## config.mk

```make
export PLATFORM = sky130hd
export DESIGN_NAME = alu_instr_sequencer
export DESIGN_NICKNAME = d
export VERILOG_FILES = /design/src/rtl/alu_instr_sequencer.sv
export SDC_FILE = /design/constraint.sdc
export NUM_CORES = 1
export LEC_CHECK = 0
export ABC_CLOCK_PERIOD_IN_PS = 2000
export BUFFER_PORTS_ARGS = -buffer_cell sky130_fd_sc_hd__clkbuf_2
export CORE_ASPECT_RATIO = 1.5
export CORE_MARGIN = 2
export CORE_UTILIZATION = 45
export DETAILED_ROUTE_END_ITERATION = 8
export GPL_ROUTABILITY_DRIVEN = 0
export PLACE_DENSITY = 0.81
export SLEW_MARGIN = 20
export SYNTH_ARGS = -nofsm -noshare
export SYNTH_HDL_FRONTEND = slang
export SYNTH_SLANG_ARGS = --single-unit
```

## constraint.sdc

```tcl
create_clock -name Clock -period 2 [get_ports Clock]
set_input_delay 0.1 -clock Clock [delete_from_list [all_inputs] [get_ports Clock]]
set_output_delay 0.1 -clock Clock [all_outputs]
set_load 0.005 [all_outputs]
```

## src/rtl/alu_instr_sequencer.sv

```systemverilog
// Microsequencer that steps the bus-based datapath through fetch, decode and
// execute of one register-register ALU instruction, including MUL/DIV HI/LO writeback.
module alu_instr_sequencer #(
    parameter int DATA_WIDTH   = 32,
    parameter int NUM_REGS     = 16,
    parameter int OP_W         = 5,
    parameter int OP_RTYPE_MAX = 12,
    parameter int OP_MUL       = 15,
    parameter int OP_DIV       = 16
) (
    input  logic                  Clock,
    input  logic                  clear,
    input  logic                  start,
    input  logic [DATA_WIDTH-1:0] IR,
    input  logic                  mem_ready,
    input  logic                  alu_done,
    output logic                  PCout,
    output logic                  Zlowout,
    output logic                  Zhighout,
    output logic                  MDRout,
    output logic                  MARin,
    output logic                  Zin,
    output logic                  PCin,
    output logic                  MDRin,
    output logic                  IRin,
    output logic                  Yin,
    output logic                  HIin,
    output logic                  LOin,
    output logic                  IncPC,
    output logic                  Read,
    output logic [NUM_REGS-1:0]   Rin,
    output logic [NUM_REGS-1:0]   Rout,
    output logic [OP_W-1:0]       alu_op,
    output logic                  busy,
    output logic                  done,
    output logic                  illegal
);

    localparam int RF_W = 4;
    localparam logic [OP_W-1:0] RTYPE_MAX_C = OP_W'(OP_RTYPE_MAX);
    localparam logic [OP_W-1:0] MUL_C       = OP_W'(OP_MUL);
    localparam logic [OP_W-1:0] DIV_C       = OP_W'(OP_DIV);
    localparam logic [RF_W:0]   NREGS_C     = 5'(NUM_REGS);

    typedef enum logic [2:0] {
        S_IDLE, S_T0, S_T1, S_T2, S_T3, S_T4, S_T5, S_T6
    } state_t;

    state_t            state_r, state_next_s;
    logic [OP_W-1:0]   op_s, op_r;
    logic [RF_W-1:0]   ra_s, rb_s, rc_s, ra_r, rb_r, rc_r;
    logic              is_rtype_s, is_mul_s, is_div_s, illegal_s;
    logic              rtype_r, div_r;
    logic              unused_ir_s;

    function automatic logic reg_bad(input logic [RF_W-1:0] idx);
        return {1'b0, idx} >= NREGS_C;
    endfunction

    function automatic logic [NUM_REGS-1:0] onehot(input logic [RF_W-1:0] idx);
        return {{(NUM_REGS-1){1'b0}}, 1'b1} << idx;
    endfunction

    assign op_s = IR[DATA_WIDTH-1 -: OP_W];
    assign ra_s = IR[DATA_WIDTH-OP_W-1 -: RF_W];
    assign rb_s = IR[DATA_WIDTH-OP_W-RF_W-1 -: RF_W];
    assign rc_s = IR[DATA_WIDTH-OP_W-2*RF_W-1 -: RF_W];
    assign unused_ir_s = ^IR[DATA_WIDTH-OP_W-3*RF_W-1:0];

    assign is_rtype_s = (op_s <= RTYPE_MAX_C);
    assign is_mul_s   = (op_s == MUL_C);
    assign is_div_s   = (op_s == DIV_C);
    // Rc only matters for three-register ops; MUL/DIV ignore it
    assign illegal_s  = !(is_rtype_s || is_mul_s || is_div_s) || reg_bad(ra_s) ||
                        reg_bad(rb_s) || (is_rtype_s && reg_bad(rc_s));

    // State register
    always_ff @(posedge Clock or posedge clear) begin
        if (clear) begin
            state_r <= S_IDLE;
        end else begin
            state_r <= state_next_s;
        end
    end

    // Hold the decoded instruction so execute does not depend on IR staying stable
    always_ff @(posedge Clock or posedge clear) begin
        if (clear) begin
            op_r    <= '0;
            ra_r    <= '0;
            rb_r    <= '0;
            rc_r    <= '0;
            rtype_r <= 1'b0;
            div_r   <= 1'b0;
        end else if (state_r == S_T3) begin
            op_r    <= op_s;
            ra_r    <= ra_s;
            rb_r    <= rb_s;
            rc_r    <= rc_s;
            rtype_r <= is_rtype_s;
            div_r   <= is_div_s;
        end
    end

    // Next-state logic
    always_comb begin
        state_next_s = state_r;
        case (state_r)
            S_IDLE:  if (start) state_next_s = S_T0; else state_next_s = S_IDLE;
            S_T0:    state_next_s = S_T1;
            S_T1:    if (mem_ready) state_next_s = S_T2; else state_next_s = S_T1;
            S_T2:    state_next_s = S_T3;
            S_T3:    if (illegal_s) state_next_s = S_IDLE; else state_next_s = S_T4;
            S_T4:    if (!div_r || alu_done) state_next_s = S_T5; else state_next_s = S_T4;
            S_T5:    if (rtype_r) state_next_s = S_IDLE; else state_next_s = S_T6;
            S_T6:    state_next_s = S_IDLE;
            default: state_next_s = S_IDLE;
        endcase
    end

    // Control strobes decoded from the current state
    always_comb begin
        PCout = 1'b0; Zlowout = 1'b0; Zhighout = 1'b0; MDRout = 1'b0;
        MARin = 1'b0; Zin = 1'b0; PCin = 1'b0; MDRin = 1'b0; IRin = 1'b0;
        Yin = 1'b0; HIin = 1'b0; LOin = 1'b0; IncPC = 1'b0; Read = 1'b0;
        Rin = '0; Rout = '0; alu_op = '0;
        busy = 1'b1; done = 1'b0; illegal = 1'b0;
        case (state_r)
            S_IDLE: busy = 1'b0;
            S_T0: begin
                PCout = 1'b1; MARin = 1'b1; IncPC = 1'b1; Zin = 1'b1;
            end
            S_T1: begin
                Read = 1'b1; MDRin = 1'b1; Zlowout = 1'b1; PCin = 1'b1;
            end
            S_T2: begin
                MDRout = 1'b1; IRin = 1'b1;
            end
            S_T3: begin
                if (illegal_s) begin
                    illegal = 1'b1;
                end else begin
                    Rout = onehot(rb_s);
                    Yin  = 1'b1;
                end
            end
            S_T4: begin
                alu_op = op_r;
                if (div_r) begin
                    Rout = onehot(rb_r);
                    Zin  = alu_done;
                end else begin
                    Rout = onehot(rtype_r ? rc_r : rb_r);
                    Zin  = 1'b1;
                end
            end
            S_T5: begin
                Zlowout = 1'b1;
                if (rtype_r) begin
                    Rin  = onehot(ra_r);
                    done = 1'b1;
                end else begin
                    LOin = 1'b1;
                end
            end
            S_T6: begin
                Zhighout = 1'b1; HIin = 1'b1; done = 1'b1;
            end
            default: busy = 1'b0;
        endcase
    end

endmodule

```

==> out/metrics.yaml <==
postCtsResizedCells: 0
layout_setup_ws_ns: 0.140
io_pins: 91
setup.worst_path.class: "flop to primary output"
die_x_um: 52.9
clock-sinks: 22
viasPerCell: 5.31
ctsHtreeMaxLevel: 1
grt_max_degree: 23
portBuffers: 75
die-area_um2: 4090
critical_path.max_fanout: 10
synth_edf_count: 0
clkLatencyLatePin_ns: 0.25
wl_per_cell_um: 12.4
slew_viol_final: 0
max_freq_mhz: 538
cp.arrival_ns: 1.76
drive_gt1_frac: 0.346
drc: 0
synth_cells: 215
post-route-period-util: 0.930
cts_max_path_buffers: 2
path_clk_slew_ns: 0.08
power_leakage_uw: 0.00105
violations: "negative hold slack"
cts_buffers: 3
rsz0062_at_grt: "no"
die_y_um: 77.4
root_buffer: "clkbuf_8"
ys_ff_latch: 22
end_kind: "primary output"
n_fill_cell: 356
p_per_area_nw_per_um2: 1160
relSlewSlack: 0.450
routed-via-count: 1709
synth_cell_types: 35
ys_seq_area_frac: 0.341
initial_core_util: 0.473
fp-row-count: 26
core_um2: 3420
hold_viol: 22
fin_crit_ns: 1.86
cts_tree: "done"
drtPass1Iterations: 4
post_cts_buffers: 0
setup_viol: 0
required_ns: 1.90
ctsHoldBuffers: 0
worstMarginPinSlew_ns: 0.824
final_common_cell: "clkbuf_2"
hold_slack_ns: -0.0247
start_kind: "flop"
grt_pass1_vias: 1487
final_nets: 318
grt_pass1_wl_um: 6390
synth_warnings: 0
syn_area_um2: 1610
totalWireLength_um: 4000
syn_avg_cell_area_um2: 7.51
postSynthNetCount: 252
synthFlopType: "dfrtp_1"
finClkSkew_ns: 0.00114
final_cell_mix: "clkbuf_2, nand2_1, nor2_1"
ys_async_sr_fraction: 1.00
ir_worst_vdd_v: 0.00108
preCtsSetupSlack_ns: 0.379
grt_use_total: 0.199
antenna_left: 0
min_path_type: "primary input to asynchronous set/reset pin"
status: "finished with violations"
antenna_found_initial: 0
n_antenna_cell: 0
maxCapViolations: 0
tns_ns: 0
drt-initial-drc-count: 45
area_delta_synth_final_pct: 24.5
dp_hpwl_um: 3120
grt_overflow: 0
-- worst max-delay path: stages (launching register included) --
cell      delay (ns)
dfrtp_2         0.49
and2b_2         0.29
and2_2          0.20
o21ai_1         0.15
o32ai_1         0.20
clkbuf_2        0.18
-- kinds of logic (layout without fill, tap and decap cells) --
| logic type | Yosys count | count (layout) | synth area share |
|---|---|---|---|
| buffers and inverters | 24 | 89 | 0.0868 |
| AND/OR/NAND/NOR | 135 | 135 | 0.404 |
| AO/OA/AOI/OAI | 34 | 34 | 0.168 |
| flip-flops | 22 | 22 | 0.341 |
-- final timing paths --
kind                            start    endpoint  slack (ns)  depth (start not counted)
max                        state_r[1]     Rout[0]        0.14                          5
min reg2reg                   op_r[3]     op_r[3]        0.47                          2
min in group Clock             IR[25]     ra_r[2]        0.03                          3
max in group asynchronous       clear  state_r[0]        1.46                          2
min                             clear     rb_r[0]       -0.02                          2
max reg2reg                state_r[1]  state_r[2]        0.62                          4
-- sequential cells by signal, summed over array words and instances, names as in the netlist --
| register | flops |
|---|---|
| ra_r | 4 |
| rb_r | 4 |
| rc_r | 4 |
| rtype_r | 1 |
| state_r | 3 |
| div_r | 1 |
| op_r | 5 |
-- synthesized netlist by cell type (3+ instances only) --
master | instances | area share
inv_1 | 7 | 0.016
nor2_1 | 24 | 0.056
nand2_1 | 60 | 0.14
nor3b_1 | 6 | 0.028
o21ai_0 | 3 | 0.0093
and3_1 | 8 | 0.031
nor3_1 | 11 | 0.034
o32ai_1 | 16 | 0.087
clkbuf_1 | 3 | 0.0070
nand2b_1 | 9 | 0.035
buf_2 | 4 | 0.012
a31oi_1 | 4 | 0.016
dfrtp_1 | 22 | 0.34
or2_2 | 3 | 0.012
buf_6 | 3 | 0.021
buf_4 | 6 | 0.028
o21ai_1 | 4 | 0.012
-- per-stage QoR --
stage	util	instance area, um2	hold slack (ns)	power (uW)	std cells
2_1_floorplan	-	1610	0.0892	1770	215
3_3_place_gp	0.571	1950	0.283	1970	318
3_5_place_dp	0.571	1950	0.292	2020	318
4_1_cts	0.587	2010	0.0137	2330	322
5_1_grt	0.588	2010	0.0256	2530	322
6_report	0.588	2010	-0.0247	2330	322
-- per-layer routing --
layer  part of all wire  vias up  track usage  wire length [um]
met5                  0        -            0                 0
met4              0.014        0       0.0487                54
met3              0.045        6       0.0231               179
met2               0.55       56        0.378              2210
met1               0.39      783        0.225              1560
li1                   -      864            -                 -
-- cell type report --
class	count	area, um2	area share
Clock buffer	4	55.1	0.0274
Multi-Input combinational cell	169	925	0.460
Tap cell	42	52.6	0.0262
Inverter	7	26.3	0.0131
Sequential cell	22	553	0.275
Timing Repair Buffer	78	398	0.198
-- where the power goes --
part	leakage [uW]	switching [uW]	internal [uW]
Sequential	0.000269	261	669
Combinational	0.000753	621	467
Clock	0.0000288	138	175
Total	0.00105	1020	1310
Note: power is estimated with default switching activity, not from simulation.
